==> config.mk <==
export PLATFORM = sky130hd
export DESIGN_NAME = timer_arbiter
export DESIGN_NICKNAME = d
export VERILOG_FILES = /design/src/rtl/timer_arbiter.sv
export SDC_FILE = /design/constraint.sdc
export NUM_CORES = 1
export LEC_CHECK = 0
export BUFFER_PORTS_ARGS = -buffer_cell sky130_fd_sc_hd__buf_4
export CORE_AREA = 5 5 55 57
export CTS_CLUSTER_DIAMETER = 120
export DETAILED_ROUTE_END_ITERATION = 8
export DIE_AREA = 0 0 60 62
export MAX_ROUTING_LAYER = met4
export PLACE_DENSITY = 0.74
export SLEW_MARGIN = 10
export SYNTH_ARGS = -nofsm -noshare
export SYNTH_HDL_FRONTEND = slang
export SYNTH_SLANG_ARGS = --single-unit
export TNS_END_PERCENT = 100
==> constraint.sdc <==
create_clock -name clk -period 1.7 [get_ports clk]
set_input_delay 0.085 -clock clk [delete_from_list [all_inputs] [get_ports clk]]
set_output_delay 0.085 -clock clk [all_outputs]
set_load 0.01 [all_outputs]
==> src/rtl/timer_arbiter.sv <==
// rtl/timer_arbiter.sv - round-robin slot arbiter sharing one down-counter; macro TIMER_ARB_PRIO_EN gives requester 0 priority
module timer_arbiter #(
    parameter int NREQ = 4,
    parameter int CW   = 4
) (
    input  logic               clk,
    input  logic               rst_n,
    input  logic [NREQ-1:0]    req,
    input  logic [NREQ*CW-1:0] dur,
    output logic [NREQ-1:0]    gnt,
    output logic [CW-1:0]      count,
    output logic [NREQ-1:0]    done,
    output logic               busy
);
    localparam int PW = (NREQ > 1) ? $clog2(NREQ) : 1;

    typedef enum logic [1:0] {
        IDLE = 2'd0,
        RUN  = 2'd1,
        DONE = 2'd2
    } state_t;

    state_t          state, state_nxt;
    logic [PW-1:0]   ptr, ptr_nxt;
    logic [PW-1:0]   owner, owner_nxt;
    logic [NREQ-1:0] gnt_nxt, done_nxt;
    logic [CW-1:0]   count_nxt;

    logic [PW-1:0]   win;
    logic            win_vld;
    logic [PW-1:0]   ptr_adv;
    logic            ptr_upd;

    // Round-robin search: first requester at or after ptr, wrapping modulo NREQ
    always_comb begin
        int            idx;
        logic [PW-1:0] idx_p;
        win     = '0;
        win_vld = 1'b0;
        idx     = 0;
        idx_p   = '0;
        for (int k = 0; k < NREQ; k++) begin
            idx = int'(ptr) + k;
            if (idx >= NREQ) begin
                idx = idx - NREQ;
            end
            idx_p = PW'(idx);
`ifdef TIMER_ARB_PRIO_EN
            if (!win_vld && req[idx_p] && (idx_p != '0)) begin
`else
            if (!win_vld && req[idx_p]) begin
`endif
                win     = idx_p;
                win_vld = 1'b1;
            end
        end
`ifdef TIMER_ARB_PRIO_EN
        // Requester 0 overrides the rotation whenever it asks
        if (req[0]) begin
            win     = '0;
            win_vld = 1'b1;
        end
`endif
    end

    // Pointer moves past the finishing owner; a requester-0 priority slot leaves it alone
    always_comb begin
        ptr_adv = (owner == PW'(NREQ - 1)) ? '0 : owner + PW'(1);
`ifdef TIMER_ARB_PRIO_EN
        ptr_upd = (owner != '0);
`else
        ptr_upd = 1'b1;
`endif
    end

    // Next-state and datapath: load on grant, count down while owner holds req, abort on drop
    always_comb begin
        state_nxt = state;
        gnt_nxt   = gnt;
        count_nxt = count;
        done_nxt  = '0;
        ptr_nxt   = ptr;
        owner_nxt = owner;
        case (state)
            IDLE: begin
                gnt_nxt   = '0;
                count_nxt = '0;
                if (win_vld) begin
                    state_nxt      = RUN;
                    owner_nxt      = win;
                    count_nxt      = dur[int'(win)*CW +: CW];
                    gnt_nxt[win]   = 1'b1;
                end
            end
            RUN: begin
                if (!req[owner]) begin
                    state_nxt = DONE;
                    gnt_nxt   = '0;
                    count_nxt = '0;
                    if (ptr_upd) begin
                        ptr_nxt = ptr_adv;
                    end
                end else if (count != '0) begin
                    count_nxt = count - CW'(1);
                end else begin
                    state_nxt       = DONE;
                    gnt_nxt         = '0;
                    done_nxt[owner] = 1'b1;
                    if (ptr_upd) begin
                        ptr_nxt = ptr_adv;
                    end
                end
            end
            DONE: begin
                state_nxt = IDLE;
                gnt_nxt   = '0;
                count_nxt = '0;
            end
            default: begin
                state_nxt = IDLE;
                gnt_nxt   = '0;
                count_nxt = '0;
            end
        endcase
    end

    // State and datapath registers; reset clears everything immediately, even mid-slot
    always_ff @(posedge clk or negedge rst_n) begin
        if (!rst_n) begin
            state <= IDLE;
            gnt   <= '0;
            count <= '0;
            done  <= '0;
            ptr   <= '0;
            owner <= '0;
        end else begin
            state <= state_nxt;
            gnt   <= gnt_nxt;
            count <= count_nxt;
            done  <= done_nxt;
            ptr   <= ptr_nxt;
            owner <= owner_nxt;
        end
    end

    assign busy = (state != IDLE);

endmodule
==> results of run 1 <==
registers in the layout, summed over array words and instances (netlist names):
register	flops
count	4
done	4
gnt	4
owner	2
ptr	2
state	2
logic make-up (layout without fill, tap and decap cells):
logic type                 after synthesis  in the layout
buffers and inverters                    9             53
xor gates and xnor gates                 3              3
DFF                                     18             18
adders and majority gates                5              5
and+or+nand+nor                         34             34
muxes                                    9              9
AOI/OAI and AO/OA                       24             24
per-stage QoR:
| stage | utilization | setup WS, ps | power [W] | TNS [ps] |
|---|---|---|---|---|
| final | 0.5988 | 77.05 | 0.002270 | 0 |
| after global routing | 0.5988 | -5.306 | 0.002457 | -5.306 |
| after CTS | 0.5828 | 19.25 | 0.002207 | 0 |
| after detailed placement | 0.5556 | -14.15 | 0.001897 | -14.15 |
| after global placement | 0.5556 | 82.87 | 0.001856 | 0 |
| after floorplan | - | 31.89 | 0.001462 | 0 |
what timing repair did:
action,4_1_cts,5_1_grt
endpoints found under the setup margin,2,5
pin swaps,1,1
resized for setup,0,7
setup buffers,1,1
hold endpoints to repair,18,0
hold buffers,1,0
layout by cell type, fill, tap and decap left out, drive strengths merged:
cell / n
nand2b: 3
o21a: 1
and3b: 1
nand2: 15
dlygate4sd3: 1
and2: 5
o22a: 2
nor3: 1
dfrtp: 18
o41ai: 1
inv: 7
mux2i: 7
a211o: 2
o22ai: 2
nor3b: 1
xnor2: 2
or3b: 1
nor2b: 1
buf: 41
o221ai: 3
nand3: 2
xor2: 1
o211ai: 2
mux4: 1
ha: 5
clkbuf: 4
nor2: 4
a21oi: 3
o21ai: 7
a21boi: 1
mux2: 1
area by class of cell:
class                           instances  area [um^2]  share of cell area
Clock buffer                            4        36.28             0.02491
Inverter                                7        26.28             0.01804
Multi-Input combinational cell         75        574.3              0.3943
Sequential cell                        18        451.7              0.3101
Tap cell                               30        37.54             0.02577
Timing Repair Buffer                   42        330.3              0.2268
how the worst min path moves through the flow:
| stage | startpoint | endpoint | slack, ps |
|---|---|---|---|
| after global routing | dur[9] | count[1] | 120 |
| final | dur[8] | count[0] | 100 |
| after global placement | rst_n | done[3] | -40 |
| after floorplan | rst_n | count[0] | -210 |
| after detailed placement | rst_n | done[2] | -40 |
| after CTS | dur[8] | count[0] | 120 |
layer usage:
metal	vias to the layer above	share of wire	track usage
met2	27	0.52	0.2515
met1	435	0.41	0.1658
li1	450	-	-
met5	-	0	-
met4	0	0.0092	0.07911
met3	2	0.058	0.02273
power groups by stage:
stage / registers [W] / clock network (W) / logic (W)
floorplan: 0.000731 / 0 / 0.000730
global placement: 0.000718 / 0 / 0.00114
detailed placement: 0.000726 / 0 / 0.00117
CTS: 0.000721 / 0.000260 / 0.00123
global route: 0.000750 / 0.000292 / 0.00141
finish: 0.000731 / 0.000264 / 0.00128
worst reg2reg max path: stages (launching register included):
cell and delay (ps):
dfrtp_2 450, mux2i_2 280, o22ai_2 150, nor2_4 140, buf_12 140, mux2i_4 220, o221ai_1 130
==> qor.csv, run 1 <==
stage,metric,value,unit
placement,count of buffers inserted at the top-level ports,34,
placement,number of cells in the design after placement,169,
logic_synthesis,"basic-gate share of the synthesized area counting and, or, nand and nor cells",0.1749,
timing,fmax,0.6162,GHz
pwr,power density of the placed cells,1559,nW/um^2
clock_network,clock slew seen by the registers of the worst setup and hold paths,100,ps
placement,Post-DP Area,1351,um^2
critical_path,reg2reg path depth,6,
timing,post-route clock period utilization,0.9547,
critical_path,startpoint of the worst-slack reg-to-reg timing path,ptr[1],
logic_synthesis,sequential cell area fraction in the yosys report,0.4343,
pwr,leakage dissipation,0.7098,nW
final_layout,Layout Cells excl Fill,176,
logic_synthesis,dominant cells by area after synthesis,"dfrtp_1 (43%), mux2i_1 (6.8%), ha_1 (6.0%), nand2_1 (5.4%), o21ai_0 (3.4%)",
global_routing,largest net degree at the start of global routing,19,
status,result of the run,"complete, no violations",
placement,Final Wtd Congestion,0.8402,
timing,max-slew headroom at the worst pin,0.7501,
logic_synthesis,cell area after technology mapping,1037,um^2
routing,total routed wirelength,2.499,mm
logic_synthesis,main flop type after synthesis,dfrtp_1,
pwr,worst vdd rail ir drop,0.8950,mV
global_routing,via count of the first global-routing pass,927,
logic_synthesis,dominant combinational cell family by area after synthesis,simple AND/OR/NAND/NOR gates,
global_routing,total global routing track utilization,0.1473,
critical_path,endpoint of the most critical register-to-register path,count[3],
routing,DRT Pass-1 Iters,4,
critical_path,setup slack on the worst flop-to-flop path,80,ps
logic_synthesis,complex-gate fraction of the synthesized area,0.1641,
floorplan,# rows,18,
logic_synthesis,async set-reset flop share out of synthesis,1.000,
timing,Max Slew Vio Count,0,
logic_synthesis,number of flops mapped to enable cells by yosys,0,
clock_network,clock root cell,clkbuf_4,
critical_path,crit-path cells,mux2i_2 > o22ai_2 > nor2_4 > buf_12 > mux2i_4 > o221ai_1,
final_layout,Ant. Diodes,0,
routing,starting DRC count in detailed routing,29,
routing,number of routed nets with antenna violations,0,
logic_synthesis,area share of the largest cell type after synthesis,0.4343,
final_layout,Filler Cell Count,202,
final_layout,post-layout instance area,1456,um^2
critical_path,cell class contributing the biggest share of worst-path delay,multiplexers,
pwr,switching share of power,0.3917,
final_layout,number of nets at the end of the flow,174,
clock_network,CTS tree,done,
logic_synthesis,XOR/XNOR share of the synthesized area,0.02533,
timing,worst hold slack,98.54,ps
critical_path,sort of element at the start of the critical path,flip-flop,
timing,worst setup skew after layout,3.624,ps
clock_network,worst-skew pair later-pin latency,300,ps
pwr,Net Sw Power,0.0008893,W
floorplan,core area,2432,um^2
logic_synthesis,post-synthesis mux area share,0.1001,
logic_synthesis,count of synthesis-stage warnings from yosys,0,
clock_network,clock sink total,18,
critical_path,Critical Path Sink,count[3],
final_layout,layout cell share with drive strength beyond 1,0.3973,
critical_path,"Largest stage delay, worst path",450,ps
timing,count of endpoints failing hold in the final timing report,0,
critical_path,element type at the critical path end,flip-flop,
critical_path,Critical Path AT,1800,ps
logic_synthesis,Adder-Cell Fraction of Synth Area,0.06031,
timing,Tmin final,1623,ps
critical_path,category of the most critical setup path,flip-flop to flip-flop,
logic_synthesis,Post-Syn Instances,102,
critical_path,biggest fanout along the worst timing path,9,
critical_path,Setup crit start,ptr[1],
logic_synthesis,biggest area consumer among synthesized cells,dfrtp_1,
clock_network,number of H-tree levels,1,
floorplan,Die W,60,um
routing,DRC Markers,0,
clock_network,clock buffers created by TritonCTS,3,
critical_path,Slowest cell on crit path,dfrtp_2,
timing,transition time at the pin with the least slew margin,370.8,ps
routing,via density per instance,5.193,
logic_synthesis,list of most frequent post-synthesis cells,"dfrtp_1 (18), nand2_1 (15), inv_1 (7), mux2i_1 (7), o21ai_0 (7)",
min_path,Worst Hold Class,primary input to flip-flop,
routing,WL per Instance,14.20,um
critical_path,number of logic stages on the critical path including buffering,6,
critical_path,CP Buf/Inv Count,1,
run,number of maximum-capacitance violations,0,
floorplan,height of the chip,62,um
floorplan,full die area,3720,um^2
pwr,share of total power in the clock network,0.116,
logic_synthesis,library cell with the highest instance count after synthesis,dfrtp_1,
logic_synthesis,register bit total from synthesis,18,
placement,hpwl dp,1.957,mm
floorplan,effective utilization at floorplan,0.4264,
global_routing,"Remaining Overflow, GRT",0,
global_routing,global-route wire length before repair,3.933,mm
clock_network,"buffers from clock root to sink, at most",2,
critical_path,Required @ worst endpoint,1880,ps
timing,Final setup violation count,0,
logic_synthesis,"Avg Cell Area, Syn",10.17,um^2
floorplan,count of boundary I/O pins,35,
global_routing,initial antenna violation count,0,
final_layout,layout overhead on the synthesized area,40.41,%
logic_synthesis,syn nets,129,
pwr,fraction of power consumed by sequential logic,0.322,
logic_synthesis,synth unique cells,32,
routing,Vias,914,
pwr,proportion of power drawn by combinational gates,0.562,
pwr,cell-internal power,0.001381,W
min_path,Hold Crit Depth,3,
No activity file was read; power rests on OpenSTA's default activity.
==> inputs of run 2 (changes only) <==
--- a/config.mk
+++ b/config.mk
@@ -5,13 +5,14 @@
 export SDC_FILE = /design/constraint.sdc
 export NUM_CORES = 1
 export LEC_CHECK = 0
+export ABC_AREA = 1
 export BUFFER_PORTS_ARGS = -buffer_cell sky130_fd_sc_hd__buf_4
-export CORE_AREA = 5 5 55 57
+export CORE_AREA = 5 5 59 61
 export CTS_CLUSTER_DIAMETER = 120
 export DETAILED_ROUTE_END_ITERATION = 8
-export DIE_AREA = 0 0 60 62
+export DIE_AREA = 0 0 64 66
 export MAX_ROUTING_LAYER = met4
-export PLACE_DENSITY = 0.74
+export PLACE_DENSITY = 0.76
 export SLEW_MARGIN = 10
 export SYNTH_ARGS = -nofsm -noshare
 export SYNTH_HDL_FRONTEND = slang
==> qor.csv, run 2 <==
stage,metric,value,unit,change
final_layout,layout cell share with drive strength beyond 1,0.4125,,was 0.3973
logic_synthesis,number of flops mapped to enable cells by yosys,0,,unchanged
final_layout,layout overhead on the synthesized area,50.43,%,was 40.41%
timing,Max Slew Vio Count,0,,unchanged
routing,Vias,1447,,was 914
clock_network,clock buffers created by TritonCTS,3,,unchanged
logic_synthesis,sequential cell area fraction in the yosys report,0.3445,,was 0.4343
final_layout,registers with the highest flip-flop counts,"count (4), done (4), gnt (4)",,unchanged
final_layout,Filler Cell Count,256,,was 202
timing,post-route clock period utilization,1.146,,was 0.9547
final_layout,Ant. Diodes,0,,unchanged
global_routing,total global routing track utilization,0.1599,,was 0.1473
critical_path,category of the most critical setup path,flip-flop to flip-flop,,unchanged
logic_synthesis,biggest area consumer among synthesized cells,dfrtp_1,,unchanged
placement,Final Wtd Congestion,0.8738,,was 0.8402
clock_network,worst-skew pair later-pin latency,300,ps,about the same
floorplan,effective utilization at floorplan,0.4466,,was 0.4264
routing,via density per instance,4.990,,was 5.193
final_layout,post-layout instance area,1967,um^2,was 1456 um^2
timing,transition time at the pin with the least slew margin,278.7,ps,was 370.8 ps
floorplan,Die W,64,um,was 60 um
clock_network,clock sink total,18,,unchanged
placement,count of buffers inserted at the top-level ports,34,,unchanged
status,result of the run,"complete, but fails checks",,"was complete, no violations"
timing,Final setup violation count,9,,was 0
routing,total routed wirelength,3.611,mm,was 2.499 mm
timing,count of endpoints failing hold in the final timing report,0,,unchanged
logic_synthesis,"Avg Cell Area, Syn",6.740,um^2,was 10.17 um^2
timing,max-slew headroom at the worst pin,0.8137,,was 0.7501
routing,DRC Markers,0,,unchanged
logic_synthesis,synth unique cells,24,,was 32
clock_network,number of H-tree levels,1,,unchanged
routing,starting DRC count in detailed routing,18,,was 29
clock_network,"buffers from clock root to sink, at most",2,,unchanged
logic_synthesis,Post-Syn Instances,194,,was 102
pwr,power density of the placed cells,2278,nW/um^2,was 1559 nW/um^2
timing,worst setup skew after layout,2.444,ps,was 3.624 ps
min_path,Worst Hold Class,primary input to async pin,,was primary input to flip-flop
floorplan,count of boundary I/O pins,35,,unchanged
logic_synthesis,list of most frequent post-synthesis cells,"nand2_1 (80), inv_1 (23), dfrtp_1 (18)",,"was dfrtp_1 (18), nand2_1 (15), inv_1 (7), mux2i_1 (7), o21ai_0 (7)"
clock_network,CTS tree,done,,unchanged
final_layout,highest-count cells in the layout ignoring fill and taps,"nand2_1 (66), buf_4 (55), inv_1 (22)",,"was buf_4 (40), dfrtp_1 (17), nand2_1 (15)"
pwr,worst vdd rail ir drop,1.570,mV,was 0.8950 mV
logic_synthesis,count of synthesis-stage warnings from yosys,0,,unchanged
floorplan,height of the chip,66,um,was 62 um
critical_path,biggest fanout along the worst timing path,10,,was 9
timing,fmax,0.5133,GHz,was 0.6162 GHz
logic_synthesis,syn nets,221,,was 129
floorplan,core area,2928,um^2,was 2432 um^2
final_layout,number of nets at the end of the flow,285,,was 174
timing,setup repair after global routing missed its margin,true,,
status,violations in the final reports,setup timing,,
logic_synthesis,async set-reset flop share out of synthesis,1.000,,unchanged
placement,Post-DP Area,1713,um^2,was 1351 um^2
critical_path,Critical Path AT,2170,ps,was 1800 ps
global_routing,"Remaining Overflow, GRT",0,,unchanged
routing,DRT Pass-1 Iters,4,,unchanged
critical_path,Required @ worst endpoint,1920,ps,was 1880 ps
critical_path,element type at the critical path end,flip-flop,,unchanged
run,number of maximum-capacitance violations,0,,unchanged
routing,number of routed nets with antenna violations,0,,unchanged
logic_synthesis,cell area after technology mapping,1308,um^2,was 1037 um^2
routing,WL per Instance,12.45,um,was 14.20 um
global_routing,global-route wire length before repair,5.264,mm,was 3.933 mm
logic_synthesis,library cell with the highest instance count after synthesis,nand2_1,,was dfrtp_1
clock_network,clock root cell,clkbuf_4,,unchanged
final_layout,most common library cell in the layout ignoring fill and taps,nand2_1,,was buf_4
timing,Tmin final,1948,ps,was 1623 ps
pwr,leakage dissipation,1.093,nW,was 0.7098 nW
logic_synthesis,area share of the largest cell type after synthesis,0.3445,,was 0.4343
logic_synthesis,register bit total from synthesis,18,,unchanged
floorplan,# rows,20,,was 18
global_routing,initial antenna violation count,0,,unchanged
placement,hpwl dp,2.460,mm,was 1.957 mm
critical_path,sort of element at the start of the critical path,flip-flop,,unchanged
logic_synthesis,dominant cells by area after synthesis,"dfrtp_1 (34%), nand2_1 (23%), inv_1 (6.6%), nand3_1 (6.5%), ha_1 (4.8%)",,"was dfrtp_1 (43%), mux2i_1 (6.8%), ha_1 (6.0%), nand2_1 (5.4%), o21ai_0 (3.4%)"
clock_network,clock slew seen by the registers of the worst setup and hold paths,100,ps,about the same
global_routing,largest net degree at the start of global routing,19,,unchanged
floorplan,full die area,4224,um^2,was 3720 um^2
timing,worst setup margin,-248.2,ps,was 77.05 ps
global_routing,via count of the first global-routing pass,1257,,was 927
timing,worst hold slack,180.0,ps,was 98.54 ps
logic_synthesis,main flop type after synthesis,dfrtp_1,,unchanged
## run 2: changes by cell type in the layout (fill, tap and decap cells not counted), sizes merged, moves of 3 or more
| cell | change |
|---|---|
| and2 | -5 |
| buf | +18 |
| inv | +19 |
| mux2i | -7 |
| nand2 | +75 |
| nand2b | -3 |
| nand3 | +18 |
| nor2 | +6 |
| o221ai | -3 |
| o31ai | +4 |
## run 2: path summary, 6_finish.rpt
path                       endpoint      from  slack [ps]  cells past startpoint
setup reg to reg             gnt[3]    ptr[0]        -250                     11
hold reg to reg            count[1]  count[1]         510                      2
max in group asynchronous    ptr[0]     rst_n        1320                      2
setup / recovery             gnt[3]    ptr[0]        -250                     11
hold / removal               ptr[0]     rst_n         180                      2
min in group clk           count[3]    dur[7]         210                      7
## run 2: routing by layer
layer  wire length, um  up-vias  GRT usage
li1                  -      732          -
met1              1571      674     0.1922
met2              1881       37     0.2601
met3               130        4    0.02211
met4                27        0    0.08312
met5                 0        -          -
## run 2: cell type report
class,count,area (um^2),area share
multi-input cells,147,854.6,0.4345
flip-flops and latches,18,451.7,0.2296
clock buffers,4,36.28,0.01845
inverters,27,107.6,0.05471
repair inverters,1,7.507,0.003817
repair buffers,60,467.9,0.2379
well taps,33,41.29,0.02099
## run 2: power by group
group	leakage, nW	internal (W)	switching, W
logic	0.837	0.00155	0.00193
clock network	0.0210	0.000131	0.000138
registers	0.235	0.000583	0.000149
## run 2: kinds of logic after synthesis
family | synth area share
compound gates | 0.07368
xor+xnor | 0.01340
fa+ha+maj | 0.04785
buf+inv | 0.09186
flops | 0.3445
simple gates | 0.4287
## run 2: repair_timing
action	in CTS	in global routing
hold endpoints to repair	18	0
cloned	0	1
hold buffers	1	0
endpoints found under the setup margin	9	10
resized for setup	10	29
setup buffers	2	6
pin swaps	2	10
## run 2: critical path, stage by stage (launching register included)
cell and delay, ps:
dfrtp_2 480, inv_4 100, nand2_1 120, nand3_4 100, nand2_4 70, nor2_4 160
nand3_4 110, nand2_4 140, nand2_8 90, buf_4 150, buf_4 140, o31ai_4 200
## run 2: through the flow
| stage | utilization | TNS [ps] | cells | setup WS (ps) | power [W] |
|---|---|---|---|---|---|
| 2_1_floorplan | - | -44.92 | 194 | -26.49 | 0.002519 |
| 3_3_place_gp | 0.5850 | -835.4 | 276 | -141.1 | 0.003382 |
| 3_5_place_dp | 0.5850 | -1160 | 276 | -176.7 | 0.003436 |
| 4_1_cts | 0.6201 | -777.1 | 283 | -157.7 | 0.003952 |
| 5_1_grt | 0.6718 | -2932 | 290 | -399.8 | 0.004880 |
| 6_report | 0.6718 | -1646 | 290 | -248.2 | 0.004481 |
==> inputs of run 3 (changes only) <==
--- a/config.mk
+++ b/config.mk
@@ -7,12 +7,13 @@
 export LEC_CHECK = 0
 export ABC_AREA = 1
 export BUFFER_PORTS_ARGS = -buffer_cell sky130_fd_sc_hd__buf_4
-export CORE_AREA = 5 5 59 61
+export CORE_AREA = 5 5 58 60
+export CTS_BUF_LIST = sky130_fd_sc_hd__clkbuf_8
 export CTS_CLUSTER_DIAMETER = 120
 export DETAILED_ROUTE_END_ITERATION = 8
-export DIE_AREA = 0 0 64 66
+export DIE_AREA = 0 0 63 65
 export MAX_ROUTING_LAYER = met4
-export PLACE_DENSITY = 0.76
+export PLACE_DENSITY = 0.78
 export SLEW_MARGIN = 10
 export SYNTH_ARGS = -nofsm -noshare
 export SYNTH_HDL_FRONTEND = slang
==> qor.csv, run 3 (synthesis gave the netlist of run 2 again) <==
stage,metric,value,unit,change
final_layout,layout cell share with drive strength beyond 1,0.4252,,was 0.4125
critical_path,category of the most critical setup path,flip-flop to flip-flop,,unchanged
clock_network,worst-skew pair later-pin latency,250,ps,was 300 ps
global_routing,via count of the first global-routing pass,1337,,was 1257
clock_network,clock root cell,clkbuf_8,,was clkbuf_4
final_layout,multi-input logic area,850.8,um^2,was 854.6 um^2
critical_path,sort of element at the start of the critical path,flip-flop,,unchanged
critical_path,most frequent cell on the critical path,nand2_1,,
routing,via density per instance,5.007,,was 4.990
final_layout,number of nets at the end of the flow,282,,was 285
critical_path,Critical Path AT,2120,ps,was 2170 ps
global_routing,initial antenna violation count,0,,unchanged
floorplan,count of boundary I/O pins,35,,unchanged
floorplan,core area,2878,um^2,was 2928 um^2
placement,number of cells in the design after placement,276,,unchanged
critical_path,element type at the critical path end,flip-flop,,unchanged
global_routing,global-route wire length before repair,5.733,mm,was 5.264 mm
timing,setup repair after global routing missed its margin,true,,unchanged
floorplan,full die area,4095,um^2,was 4224 um^2
global_routing,total global routing track utilization,0.1778,,was 0.1599
pwr,worst vdd rail ir drop,1.897,mV,was 1.570 mV
floorplan,height of the chip,65,um,was 66 um
timing,worst setup skew after layout,3.613,ps,was 2.444 ps
final_layout,Layout Cells excl Fill,287,,was 290
critical_path,"Largest stage delay, worst path",460,ps,was 480 ps
min_path,Worst Hold Class,primary input to async pin,,unchanged
routing,number of routed nets with antenna violations,0,,unchanged
timing,Max Slew Vio Count,0,,unchanged
timing,Tmin final,1980,ps,was 1948 ps
critical_path,Required @ worst endpoint,1840,ps,was 1920 ps
timing,Final setup violation count,10,,was 9
final_layout,registers with the highest flip-flop counts,"count (4), done (4), gnt (4)",,unchanged
placement,hpwl dp,2.483,mm,was 2.460 mm
final_layout,highest-count cells in the layout ignoring fill and taps,"nand2_1 (59), buf_4 (52), nand2_2 (23)",,"was nand2_1 (66), buf_4 (55), inv_1 (22)"
clock_network,clock sink total,18,,unchanged
status,result of the run,"complete, but fails checks",,unchanged
status,violations in the final reports,setup timing,,unchanged
placement,Post-DP Area,1725,um^2,was 1713 um^2
clock_network,clock buffers created by TritonCTS,3,,unchanged
routing,Vias,1437,,was 1447
floorplan,Die W,63,um,was 64 um
routing,WL per Instance,12.34,um,was 12.45 um
critical_path,setup slack on the worst flop-to-flop path,-280,ps,was -250 ps
routing,starting DRC count in detailed routing,64,,was 18
clock_network,"buffers from clock root to sink, at most",2,,unchanged
placement,Final Wtd Congestion,0.8697,,was 0.8738
pwr,leakage dissipation,1.088,nW,was 1.093 nW
timing,fmax,0.5052,GHz,was 0.5133 GHz
clock_network,CTS tree,done,,unchanged
final_layout,Reg area,451.7,um^2,unchanged
final_layout,Filler Cell Count,234,,was 256
floorplan,effective utilization at floorplan,0.4543,,was 0.4466
timing,transition time at the pin with the least slew margin,281.6,ps,was 278.7 ps
global_routing,"Remaining Overflow, GRT",0,,unchanged
run,number of maximum-capacitance violations,0,,unchanged
final_layout,most common library cell in the layout ignoring fill and taps,nand2_1,,unchanged
timing,worst setup margin,-279.6,ps,was -248.2 ps
routing,DRC Markers,0,,unchanged
critical_path,Slowest cell on crit path,dfrtp_2,,unchanged
timing,post-route clock period utilization,1.164,,was 1.146
global_routing,largest net degree at the start of global routing,19,,unchanged
final_layout,layout overhead on the synthesized area,50.43,%,unchanged
critical_path,biggest fanout along the worst timing path,8,,was 10
floorplan,# rows,20,,unchanged
clock_network,clock slew seen by the registers of the worst setup and hold paths,70,ps,was 100 ps
placement,count of buffers inserted at the top-level ports,34,,unchanged
pwr,power density of the placed cells,2331,nW/um^2,was 2278 nW/um^2
clock_network,number of H-tree levels,1,,unchanged
final_layout,post-layout instance area,1967,um^2,unchanged
timing,count of endpoints failing hold in the final timing report,0,,unchanged
timing,max-slew headroom at the worst pin,0.8117,,was 0.8137
routing,DRT Pass-1 Iters,4,,unchanged
final_layout,Ant. Diodes,0,,unchanged
routing,total routed wirelength,3.541,mm,was 3.611 mm
critical_path,crit-path cells,buf_6 > nand2_4 > nand2_4 > nand2_2 > nand2_2 > nor2_4 > nand3_4 > nand2_4 > nand2_8 > buf_4 > nand2_1 > nand2_1 > nand2_1 > nand2_1 > nand2_1 > a21oi_1,,was inv_4 > nand2_1 > nand3_4 > nand2_4 > nor2_4 > nand3_4 > nand2_4 > nand2_8 > buf_4 > buf_4 > o31ai_4
## run 3: power by group
group	internal (W)	total (W)	switching, W
combinational	0.00154	0.00352	0.00198
sequential	0.000584	0.000721	0.000136
clock	0.000206	0.000345	0.000139
total	0.00233	0.00459	0.00226
## run 3: cell type report
class / count / area share
Tap cell: 33 / 0.02099
Clock buffer: 4 / 0.02799
Timing Repair inverter: 1 / 0.003817
Inverter: 27 / 0.05407
Multi-Input combinational cell: 147 / 0.4326
Timing Repair Buffer: 57 / 0.2309
Sequential cell: 18 / 0.2296
## run 3: worst max-delay path, delay by kind of cell, from the launching register on
kind,cells,cell delay (ps)
buf+inv,2,300
simple gates,13,1030
flops,1,460
compound gates,1,60
## run 3: metal layers
layer	part of all wire	wire length [um]	GRT usage
met2	0.51	1812	0.3000
met4	0.026	93	0.08223
met5	0	0	-
met1	0.40	1402	0.2082
met3	0.066	232	0.02600
## run 3: worst paths after layout
check / startpoint / to / depth (start not counted)
min reg2reg: count[0] / count[0] / 2
max: ptr[0] / count[3] / 16
min: rst_n / state[1] / 2
min in group clk: dur[2] / count[2] / 7
max in group asynchronous: rst_n / ptr[0] / 2
max reg2reg: ptr[0] / count[3] / 16
## run 3: what timing repair did
item	CTS	global route
hold buffers	1	0
endpoints found under the setup margin	8	10
setup buffers	3	2
gates cloned	1	0
endpoints found under the hold margin	18	0
pin swaps	7	18
resized for setup	19	23
## run 3: per-stage QoR
stage	setup TNS [ps]	utilization	hold slack [ps]	power, W	setup slack (ps)
finish	-2033	0.6835	230.0	0.004586	-279.6
global route	-3208	0.6835	264.5	0.004993	-409.1
CTS	-696.5	0.6513	233.3	0.004130	-140.2
detailed placement	-733.1	0.5996	-36.51	0.003515	-122.7
global placement	-568.2	0.5996	-36.69	0.003435	-121.8
floorplan	-44.92	-	-210.6	0.002519	-26.49
